`src/rtl/sonar_pkg.sv`:
```
`default_nettype none
// +----------------------------------------------------------------------+
// | sonar_pkg : state codes, frame ASCII constants and BCD helper        |
// | Revision  : 1.0                                                      |
// +----------------------------------------------------------------------+
package sonar_pkg;

   localparam logic [3:0] c_st_inicial        = 4'h0;
   localparam logic [3:0] c_st_prepara        = 4'h1;
   localparam logic [3:0] c_st_gera_trigger   = 4'h2;
   localparam logic [3:0] c_st_espera_echo    = 4'h3;
   localparam logic [3:0] c_st_mede           = 4'h4;
   localparam logic [3:0] c_st_armazena       = 4'h5;
   localparam logic [3:0] c_st_transmite      = 4'h6;
   localparam logic [3:0] c_st_prox_canal     = 4'h7;
   localparam logic [3:0] c_st_espera_periodo = 4'h8;
   localparam logic [3:0] c_st_fim            = 4'hF;

   localparam logic [7:0] c_ascii_virgula    = 8'h2C;
   localparam logic [7:0] c_ascii_cerquilha  = 8'h23;
   localparam logic [7:0] c_ascii_exclamacao = 8'h21;
   localparam logic [7:0] c_ascii_zero       = 8'h30;

   localparam int c_bytes_quadro = 6;

   function automatic logic [11:0] para_bcd(input int unsigned valor);
      para_bcd = {4'((valor / 100) % 10), 4'((valor / 10) % 10), 4'(valor % 10)};
   endfunction

endpackage
`default_nettype wire

```
`src/rtl/contador_cm_bcd.sv`:
```
`default_nettype none
// +----------------------------------------------------------------------+
// | contador_cm_bcd : per-centimetre prescaler + saturating 3-digit BCD  |
// | Revision        : 1.0                                                |
// +----------------------------------------------------------------------+
module contador_cm_bcd #(
   parameter int TICKS_CM = 2941
) (
   input  logic        clk,
   input  logic        rst_n,
   input  logic        i_limpa,
   input  logic        i_habilita,
   input  logic [11:0] i_limite,
   output logic [11:0] o_bcd,
   output logic        o_saturado
);
   localparam int c_w_pre = (TICKS_CM > 1) ? $clog2(TICKS_CM) : 1;

   logic [c_w_pre-1:0] r_pre;
   logic [11:0]        r_bcd;
   logic [11:0]        w_bcd_inc;
   logic               w_tick;

   assign o_bcd      = r_bcd;
   assign o_saturado = (r_bcd == i_limite);
   assign w_tick     = (r_pre == c_w_pre'(TICKS_CM - 1));

   always_comb begin
      w_bcd_inc = r_bcd;
      if (r_bcd[3:0] != 4'd9) begin
         w_bcd_inc[3:0] = r_bcd[3:0] + 4'd1;
      end else begin
         w_bcd_inc[3:0] = 4'd0;
         if (r_bcd[7:4] != 4'd9) begin
            w_bcd_inc[7:4] = r_bcd[7:4] + 4'd1;
         end else begin
            w_bcd_inc[7:4]  = 4'd0;
            w_bcd_inc[11:8] = (r_bcd[11:8] == 4'd9) ? 4'd0 : r_bcd[11:8] + 4'd1;
         end
      end
   end

   // Prescaler freezes once the limit is reached so the result stays put.
   always_ff @(posedge clk) begin
      if (!rst_n || i_limpa) begin
         r_pre <= '0;
         r_bcd <= '0;
      end else if (i_habilita && !o_saturado) begin
         if (w_tick) begin
            r_pre <= '0;
            r_bcd <= w_bcd_inc;
         end else begin
            r_pre <= r_pre + 1'b1;
         end
      end
   end

endmodule
`default_nettype wire

```
`src/rtl/sonar_multicanal.sv`:
```
`default_nettype none
// +----------------------------------------------------------------------+
// | sonar_multicanal : multi-channel ultrasonic ranger with ASCII frames |
// | Revision         : 1.0                                               |
// +----------------------------------------------------------------------+
module sonar_multicanal
   import sonar_pkg::*;
#(
   parameter int N_CANAIS      = 4,
   parameter int TICKS_TRIGGER = 500,
   parameter int TICKS_CM      = 2941,
   parameter int MAX_CM        = 400,
   parameter int ESPERA_MAX    = 1500000,
   parameter int TICKS_PERIODO = 50000000
) (
   input  logic                clock,
   input  logic                reset,
   input  logic                medir,
   input  logic                modo,
   input  logic                parar,
   input  logic [N_CANAIS-1:0] echo,
   output logic [N_CANAIS-1:0] trigger,
   output logic [7:0]          tx_dado,
   output logic                tx_valido,
   input  logic                tx_pronto,
   output logic [11:0]         medida,
   output logic [2:0]          canal,
   output logic                medida_valida,
   output logic                timeout,
   output logic                pronto,
   output logic [3:0]          db_estado
);
   localparam int c_max_cnt = (ESPERA_MAX > TICKS_TRIGGER) ? ESPERA_MAX : TICKS_TRIGGER;
   localparam int c_w_cnt   = $clog2(c_max_cnt + 1);
   localparam int c_w_per   = $clog2(TICKS_PERIODO + 1);

   logic [3:0]          r_estado;
   logic [3:0]          w_prox;
   logic [2:0]          r_idx;
   logic [2:0]          r_byte;
   logic [c_w_cnt-1:0]  r_cnt;
   logic [c_w_per-1:0]  r_periodo;
   logic [N_CANAIS-1:0] r_echo_s1;
   logic [N_CANAIS-1:0] r_echo_s2;
   logic [N_CANAIS-1:0] r_echo_s3;
   logic [11:0]         r_medida;
   logic [2:0]          r_canal;
   logic                r_timeout;

   logic        w_eco;
   logic        w_eco_ant;
   logic        w_subida;
   logic        w_ultimo;
   logic        w_habilita;
   logic        w_sat;
   logic [11:0] w_bcd;

   always_comb begin
      w_eco     = 1'b0;
      w_eco_ant = 1'b0;
      for (int i = 0; i < N_CANAIS; i++) begin
         if (r_idx == 3'(i)) begin
            w_eco     = r_echo_s2[i];
            w_eco_ant = r_echo_s3[i];
         end
      end
   end

   assign w_subida   = w_eco && !w_eco_ant;
   assign w_ultimo   = (r_idx == 3'(N_CANAIS - 1));
   // The rise cycle itself already counts as echo-high time.
   assign w_habilita = ((r_estado == c_st_espera_echo) && w_subida) ||
                       ((r_estado == c_st_mede) && w_eco);

   contador_cm_bcd #(
      .TICKS_CM (TICKS_CM)
   ) u_contador (
      .clk        (clock),
      .rst_n      (reset),
      .i_limpa    (r_estado == c_st_gera_trigger),
      .i_habilita (w_habilita),
      .i_limite   (para_bcd(MAX_CM)),
      .o_bcd      (w_bcd),
      .o_saturado (w_sat)
   );

   always_ff @(posedge clock) begin
      if (!reset) r_estado <= c_st_inicial;
      else        r_estado <= w_prox;
   end

   always_comb begin
      w_prox = r_estado;
      case (r_estado)
         c_st_inicial:      if (medir) w_prox = c_st_prepara;
         c_st_prepara:      w_prox = c_st_gera_trigger;
         c_st_gera_trigger: if (r_cnt == c_w_cnt'(TICKS_TRIGGER - 1)) w_prox = c_st_espera_echo;
         c_st_espera_echo: begin
            if (w_subida)                                 w_prox = c_st_mede;
            else if (r_cnt == c_w_cnt'(ESPERA_MAX - 1))   w_prox = c_st_armazena;
         end
         c_st_mede:         if (w_sat || !w_eco) w_prox = c_st_armazena;
         c_st_armazena:     w_prox = c_st_transmite;
         c_st_transmite: begin
            if (tx_pronto && (r_byte == 3'(c_bytes_quadro - 1))) w_prox = c_st_prox_canal;
         end
         c_st_prox_canal: begin
            if (w_ultimo)   w_prox = (parar || !modo) ? c_st_fim : c_st_espera_periodo;
            else if (parar) w_prox = c_st_fim;
            else            w_prox = c_st_gera_trigger;
         end
         c_st_espera_periodo: begin
            if (parar)                                            w_prox = c_st_fim;
            else if (r_periodo >= c_w_per'(TICKS_PERIODO - 1))    w_prox = c_st_prepara;
         end
         c_st_fim:          w_prox = c_st_inicial;
         default:           w_prox = c_st_inicial;
      endcase
   end

   always_comb begin
      trigger       = '0;
      tx_valido     = 1'b0;
      tx_dado       = 8'h00;
      medida_valida = 1'b0;
      pronto        = 1'b0;
      case (r_estado)
         c_st_gera_trigger: begin
            for (int i = 0; i < N_CANAIS; i++) trigger[i] = (r_idx == 3'(i));
         end
         c_st_armazena:     medida_valida = 1'b1;
         c_st_transmite: begin
            tx_valido = 1'b1;
            case (r_byte)
               3'd0:    tx_dado = c_ascii_zero + {5'b0, r_canal};
               3'd1:    tx_dado = c_ascii_virgula;
               3'd2:    tx_dado = c_ascii_zero + {4'b0, r_medida[11:8]};
               3'd3:    tx_dado = c_ascii_zero + {4'b0, r_medida[7:4]};
               3'd4:    tx_dado = c_ascii_zero + {4'b0, r_medida[3:0]};
               default: tx_dado = r_timeout ? c_ascii_exclamacao : c_ascii_cerquilha;
            endcase
         end
         c_st_prox_canal:   pronto = w_ultimo;
         default: ;
      endcase
   end

   always_ff @(posedge clock) begin
      if (!reset) begin
         r_idx     <= '0;
         r_byte    <= '0;
         r_cnt     <= '0;
         r_periodo <= '0;
         r_echo_s1 <= '0;
         r_echo_s2 <= '0;
         r_echo_s3 <= '0;
         r_medida  <= '0;
         r_canal   <= '0;
         r_timeout <= 1'b0;
      end else begin
         r_echo_s1 <= echo;
         r_echo_s2 <= r_echo_s1;
         r_echo_s3 <= r_echo_s2;
         r_cnt     <= (w_prox != r_estado) ? '0 : r_cnt + 1'b1;

         if (w_prox == c_st_prepara)
            r_periodo <= '0;
         else if (r_periodo != c_w_per'(TICKS_PERIODO))
            r_periodo <= r_periodo + 1'b1;

         if (r_estado == c_st_prepara)
            r_idx <= '0;
         else if ((r_estado == c_st_prox_canal) && !w_ultimo && !parar)
            r_idx <= r_idx + 3'd1;

         if (r_estado != c_st_transmite) r_byte <= '0;
         else if (tx_pronto)             r_byte <= r_byte + 3'd1;

         // Result registers load on entry so they are valid during the strobe.
         if ((w_prox == c_st_armazena) && (r_estado != c_st_armazena)) begin
            r_canal <= r_idx;
            if (r_estado == c_st_espera_echo) begin
               r_medida  <= para_bcd(999);
               r_timeout <= 1'b1;
            end else begin
               r_medida  <= w_bcd;
               r_timeout <= w_sat;
            end
         end
      end
   end

   assign medida    = r_medida;
   assign canal     = r_canal;
   assign timeout   = r_timeout;
   assign db_estado = r_estado;

endmodule
`default_nettype wire

```
`config.mk`:
```
export PLATFORM = sky130hd
export DESIGN_NAME = sonar_multicanal
export DESIGN_NICKNAME = d
export VERILOG_FILES = /design/src/rtl/sonar_pkg.sv /design/src/rtl/contador_cm_bcd.sv /design/src/rtl/sonar_multicanal.sv
export SDC_FILE = /design/constraint.sdc
export NUM_CORES = 1
export LEC_CHECK = 0
export CAP_MARGIN = 20
export CORE_MARGIN = 2
export CORE_UTILIZATION = 35
export DETAILED_ROUTE_END_ITERATION = 16
export HOLD_SLACK_MARGIN = 0.08
export PLACE_DENSITY = 0.49
export SETUP_SLACK_MARGIN = 0.5
export SLEW_MARGIN = 10
export SYNTH_ARGS = -nofsm -noshare
export SYNTH_HDL_FRONTEND = slang
export SYNTH_HIERARCHICAL = 1
export SYNTH_SLANG_ARGS = --single-unit
```
`constraint.sdc`:
```
create_clock -name clock -period 6.8 [get_ports clock]
set_clock_uncertainty 0.2 [all_clocks]
set_input_delay 1.02 -clock clock [delete_from_list [all_inputs] [get_ports clock]]
set_output_delay 1.02 -clock clock [all_outputs]
set_load 0.01 [all_outputs]
```
== After elaboration in Yosys (flattened, before gate mapping) ==
Cells that the tools add are included.

* Bits in registers: 109
* Input port bits: 10
* Output and inout port bits: 35
* Logic and storage cells: 122

* Add/subtract/negate cells: 12
* $lt $le $gt $ge: 1
* Equal/unequal tests: 29
* Multiplexer cells: 33
* Bitwise gates (word level): 3
* Reductions and logical operators: 29

{| class="wikitable"
|+ Operators with widths
! cell !! count
|-
| two-way mux 4 bit || 14
|-
| case mux 4 bit (9 select lines) || 1
|-
| case mux 7 bit (5 select lines) || 1
|-
| adder 26 x 1 -> 26 bit (second input constant) || 1
|-
| greater-or-equal comparator 26 bit (second input constant) || 1
|-
| != test 26 bit (second input constant) || 1
|-
| two-way mux 12 bit || 2
|-
| adder 21 x 1 -> 21 bit (second input constant) || 1
|-
| adder 6 x 4 -> 7 bit (first input constant) || 3
|-
| equality test 21 bit (second input constant) || 1
|-
| equality test 21 x 9 -> 1 bit (second input constant) || 1
|-
| equality test 4 x 3 -> 1 bit (second input constant) || 5
|-
| adder 12 x 1 -> 12 bit (second input constant) || 1
|-
| adder 4 x 1 -> 4 bit (second input constant) || 3
|-
| equality test 12 x 11 -> 1 bit (second input constant) || 1
|-
| equality test 12 bit (second input constant) || 1
|-
| equality test 3 x 2 -> 1 bit (second input constant) || 4
|-
| two-way mux 1 bit || 12
|-
| equality test 4 x 1 -> 1 bit (second input constant) || 2
|-
| equality test 4 x 2 -> 1 bit (second input constant) || 2
|-
| equality test 4 bit (second input constant) || 2
|-
| logical AND 1 bit || 8
|-
| != test 4 x 3 -> 1 bit (second input constant) || 2
|-
| != test 4 bit (second input constant) || 2
|-
| other kinds (17) || 35
|}

== Logic depth before layout (Yosys ltp) ==
* Depth in word-level cells: 11
* Gate-level depth with buffers: 13
* Depth with buffers taken out: 11

== By module ==
Netlist, hierarchy kept.

{| class="wikitable"
|+ By module, submodules not included
! module !! times used !! cells an instance !! area an instance (um2) !! seq. area each (um2)
|-
| sonar_multicanal || 1 || 501 || 4,702.0 || 1,701.6
|-
| contador_cm_bcd || 1 || 180 || 1,448.9 || 480.5
|}

== Worst setup path after synthesis ==
No wires, ideal clock.

* Path kind: reg2reg
* From: register r_idx[0]
* To: register u_contador.r_bcd[10] (netlist: u_contador/o_bcd[10])
* Setup time: 0.070 ns
* Data arrival time: 2.721 ns
* Data required time: 6.530 ns
* Path slack: 3.808 ns
* Cell stages (with the launch flop): 11
* Path buffers: 2
* Clock period less this slack: 2.992 ns
* Path through: dfxtp_1 -> ha_1 -> ha_1 -> buf_2 -> a2111o_1 -> a21oi_1 -> clkbuf_1 -> and4b_1 -> nand2_1 -> or4_1 -> a21oi_1

* Word-level cells in the longest chain between the ends: 11
* Elaborated cells on any way between the ends: 19
* Those cells by class: eq/ne (3); mux (8); reduce/logical (8)

{| class="wikitable"
|+ Ends and longest elaborated chain
! what !! RTL line !! RTL
|-
| start: declaration || sonar_multicanal.sv:39 || <nowiki>logic [2:0] r_idx;</nowiki>
|-
| start signal: assignment || sonar_multicanal.sv:174 || <nowiki>r_idx <= r_idx + 3'd1;</nowiki>
|-
| logical NOT 3 bit || sonar_multicanal.sv:62 || <nowiki>if (r_idx == 3'(i)) begin</nowiki>
|-
| two-way mux 1 bit (4 in series) || sonar_multicanal.sv:62 ||
|-
| logical NOT 1 bit || sonar_multicanal.sv:69 || <nowiki>assign w_subida = w_eco && !w_eco_ant;</nowiki>
|-
| logical AND 1 bit || sonar_multicanal.sv:69 ||
|-
| logical AND 1 bit || sonar_multicanal.sv:72 || <nowiki>assign w_habilita = ((r_estado == c_st_espera_echo) && w_subida) ||</nowiki>
|-
| logical OR 1 bit * || sonar_multicanal.sv:72 ||
|-
| via w_habilita || sonar_multicanal.sv:54 || <nowiki>logic w_habilita;</nowiki>
|-
| logical AND 1 bit * || contador_cm_bcd.sv:48 || <nowiki>end else if (i_habilita && !o_saturado) begin</nowiki>
|-
| AND reduction 4 bit (no source line) * || -- ||
|-
| end signal: assignment || contador_cm_bcd.sv:51 || <nowiki>r_bcd <= w_bcd_inc;</nowiki>
|-
| end: declaration || contador_cm_bcd.sv:20 || <nowiki>logic [11:0] r_bcd;</nowiki>
|}

Mark *: on every way through the listed nets, which the timed path passes. The rest lies on a longest branch.
A chain may end at the register's enable or synchronous reset.

== Worst setup path in the final report ==
* From: register r_estado[2] (netlist: db_estado[2])
* To: output port tx_dado[3]

* Word-level cells in the longest chain between the ends: 2

{| class="wikitable"
|+ Ends and longest elaborated chain
! what !! RTL line !! RTL
|-
| start: declaration || sonar_multicanal.sv:37 || <nowiki>logic [3:0] r_estado;</nowiki>
|-
| start signal: assignment || sonar_multicanal.sv:88 || <nowiki>if (!reset) r_estado <= c_st_inicial;</nowiki>
|-
| start signal: assignment || sonar_multicanal.sv:89 || <nowiki>else r_estado <= w_prox;</nowiki>
|-
| equality test 4 x 3 -> 1 bit || sonar_multicanal.sv:127 || <nowiki>case (r_estado)</nowiki>
|-
| two-way mux 7 bit || sonar_multicanal.sv:127 ||
|-
| end: declaration || sonar_multicanal.sv:23 || <nowiki>output logic [7:0] tx_dado,</nowiki>
|}

No other way between the ends.

==> results_dict.tcl <==
set metrics [dict create \
    crit_path_end_kind "output pin" \
    grt_setup_unrepaired "false" \
    clk_pin_slew_ns 0.07 \
    synth_cells 681 \
    start_util 0.357 \
    num_vias 4966 \
    p_leak_nw 2.23 \
    drtPass1Iterations 5 \
    post_cts_buffers 0 \
    cp.required_ns 5.58 \
    post-place-ws_ns 2.95 \
    reg2reg_from "u_contador/o_bcd[10]" \
    drv_cap 0 \
    p_sw_uw 327 \
    post_dp_cell_area_mm2 0.00672 \
    nNetsFinal 740 \
    antenna_found_initial 1 \
    min-delay-start "r_echo_s1[0]" \
    die_h_um 137 \
    r2r_end "r_periodo[0]" \
    grt_pass1_vias 4789 \
    io-pin-count 45 \
    avgSynthCellArea_um2 9.03 \
    post-route-min-period_ns 3.89 \
    grtUsageTotal 0.166 \
    drc_errors 0 \
    cts_tree "done" \
    core_area_mm2 0.0172 \
    dp_cells 929 \
    yosys_warnings 6 \
    finalInstanceArea_mm2 0.00702 \
    power.total_mw 1.31 \
    holdPathStages 1 \
    finalSetupTns_ns 0 \
    setup_viol 0 \
    clock-root-buffer "clkbuf_16" \
    wirelength_um 14800 \
    netlist.area_leader.share 0.355 \
    nFillCells 1699 \
    cts_sinks 109 \
    drv_slew 0 \
    r2r_slack_ns 3.07 \
    drive_above_1_share 0.132 \
    ir_worst_vdd_mv 0.138 \
    seqPwrFrac 0.505 \
    postRouteAntennaNets 0 \
    fin_util 0.407 \
    ctsResizeCount 0 \
    hp-class "flip-flop to flip-flop" \
    comb_power_share 0.091 \
    arrival_ns 2.67 \
    synthSimpleGateAreaFrac 0.301 \
    synth_adder_area_share 0.0305 \
    layout_setup_ws_ns 2.91 \
    rows 48 \
    synthFlopType "dfxtp_1" \
    hold_ws_ns 0.237 \
    clock_latency_ns 0.35 \
    synthMuxAreaShare 0.0246 \
    final_cells 945 \
    ys_ff_latch 109 \
    grt_pass1_wl_um 24400 \
    status "completed" \
    synth_common_cells "109 x dfxtp_1, 57 x nand2_1, 47 x nor2_1" \
    synth_area_leader_cell "dfxtp_1" \
    cp-start-kind "flip-flop" \
    hpwl_um 10800 \
    crit_fanout 12 \
    synth.most_common_cell "dfxtp_1" \
    slew_headroom 0.260 \
    htreeDepth 3 \
    hold_buffers 0 \
    ys_seq_area_frac 0.355 \
    gp_congestion 0.805 \
    die_w_um 137 \
    fmax_mhz 257 \
    synth_edf_count 0 \
    synth_compound_area_frac 0.156 \
    synthArstFlopShare 0 \
    n_antenna_cell 0 \
    port_buffers 42 \
    synthesis.area_mm2 0.00615 \
    grt.overflow.total 0 \
    wl_per_cell_um 15.6 \
    numCtsBuffers 9 \
    drtIter0Drc 293 \
    finalHoldViolations 0 \
    switching_share 0.250 \
    clock_power_share 0.404 \
    tightestPinTransition_ns 1.11 \
    min_to "r_echo_s2[0]" \
    grt_max_degree 37 \
    area_delta_synth_final_pct 14.1 \
    ff2ff_path_depth 9 \
    synth-xor-area-share 0.0826 \
    synth_area_leaders "dfxtp_1 35%, xnor2_1 5.0%, nand2_1 3.5%, nor3_2 3.4%, xor2_1 3.3%" \
    synth_top_family_by_area "simple AND/OR/NAND/NOR gates" \
    fin_crit_sh 0.572 \
    p_int_uw 980 \
    cellPowerDensity_mw_per_mm2 186 \
    die_area_mm2 0.0187 \
    cts.path.max_buffers 2 \
    worstSetupPathType "flip-flop to output pin" \
    via_per_inst 5.26 \
    synthDistinctLibCells 85 \
]
[layer usage]
layer,global-route usage,vias to the layer above,wire length (um)
li1,-,2491,-
met1,0.221,2367,7060
met2,0.263,96,6770
met3,0.0411,12,703
met4,0.0515,0,223
met5,0,-,0
[flip-flops by register name, indices dropped and copies added (netlist names)]
register / flops
r_echo_s3: 4
r_echo_s2: 4
r_cnt: 21
timeout: 1
r_byte: 3
u_contador/r_pre: 12
db_estado: 4
canal: 3
medida: 12
u_contador/o_bcd: 12
r_echo_s1: 4
r_idx: 3
r_periodo: 26
[cell type report]
type                       instances  area (um2)  area share
clock buffer                      14         284      0.0405
clock inverter                     2        13.8     0.00196
inverter                          24        90.1      0.0128
multi-input combinational        525        3720       0.530
sequential                       109        2180       0.311
tap                              225         282      0.0401
timing repair buffer              46         450      0.0642
[cell families (layout without fill, tap and decap cells)]
logic type	after synthesis	after routing
XOR/XNOR	58	58
flip-flops	109	109
other	2	14
AO/OA/AOI/OAI	115	115
AND/OR/NAND/NOR	308	308
buffers and inverters	59	86
adder cells (fa/ha/maj)	15	15
multiplexers	15	15
[power groups by stage]
stage                     combinational (mW)  sequential [mW]  clock, mW
after floorplan                        0.101            0.670          0
after global placement                 0.119            0.675          0
after detailed placement               0.121            0.675          0
after CTS                              0.121            0.660      0.551
after global routing                   0.132            0.662      0.576
final                                  0.119            0.660      0.528
[critical path, stage by stage (launching register included)]
cell	delay (ns)
dfxtp_1	0.64
nor2b_1	0.37
nand3b_1	0.28
inv_1	0.23
nand2_1	0.10
nor2_1	0.13
clkdlybuf4s50_1	0.58
[placed cells by master (no fill, tap or decap), types with 3 or more instances in the layout]
| cell | instances |
|---|---|
| nand4b_1 | 4 |
| and2_1 | 20 |
| dfxtp_1 | 109 |
| nor2_1 | 47 |
| o221a_1 | 6 |
| ha_1 | 15 |
| and3_1 | 13 |
| or3_1 | 9 |
| o21ai_0 | 10 |
| nand3b_1 | 4 |
| xnor2_1 | 35 |
| buf_4 | 4 |
| o31ai_1 | 12 |
| nor2_2 | 21 |
| nor3_1 | 6 |
| nand3_1 | 26 |
| or4_1 | 11 |
| nor4_1 | 8 |
| nand4_1 | 20 |
| mux2i_1 | 14 |
| clkbuf_16 | 9 |
| xor2_1 | 23 |
| clkdlybuf4s50_1 | 42 |
| nand2_1 | 57 |
| inv_1 | 22 |
| a21oi_1 | 35 |
| a31oi_1 | 5 |
| conb_1 | 14 |
| a221oi_1 | 3 |
| nand2b_1 | 8 |
| nor3_2 | 21 |
| nor2b_1 | 8 |
| clkbuf_8 | 4 |
| a211oi_1 | 4 |
| a21o_1 | 4 |
| and4_1 | 5 |
[worst max path at each step]
stage                            start                    to  slack, ns  depth (start not counted)
final                     db_estado[2]            tx_dado[3]       2.91                          6
after global routing      db_estado[2]            tx_dado[3]       2.73                          6
after CTS                 db_estado[2]            tx_dado[2]       2.88                          6
after detailed placement         parar          r_periodo[0]       2.95                          6
after global placement           parar          r_periodo[0]       2.99                          6
after floorplan               r_idx[0]  u_contador/o_bcd[10]       3.81                         10
Note: power is estimated with default switching activity, not from simulation.
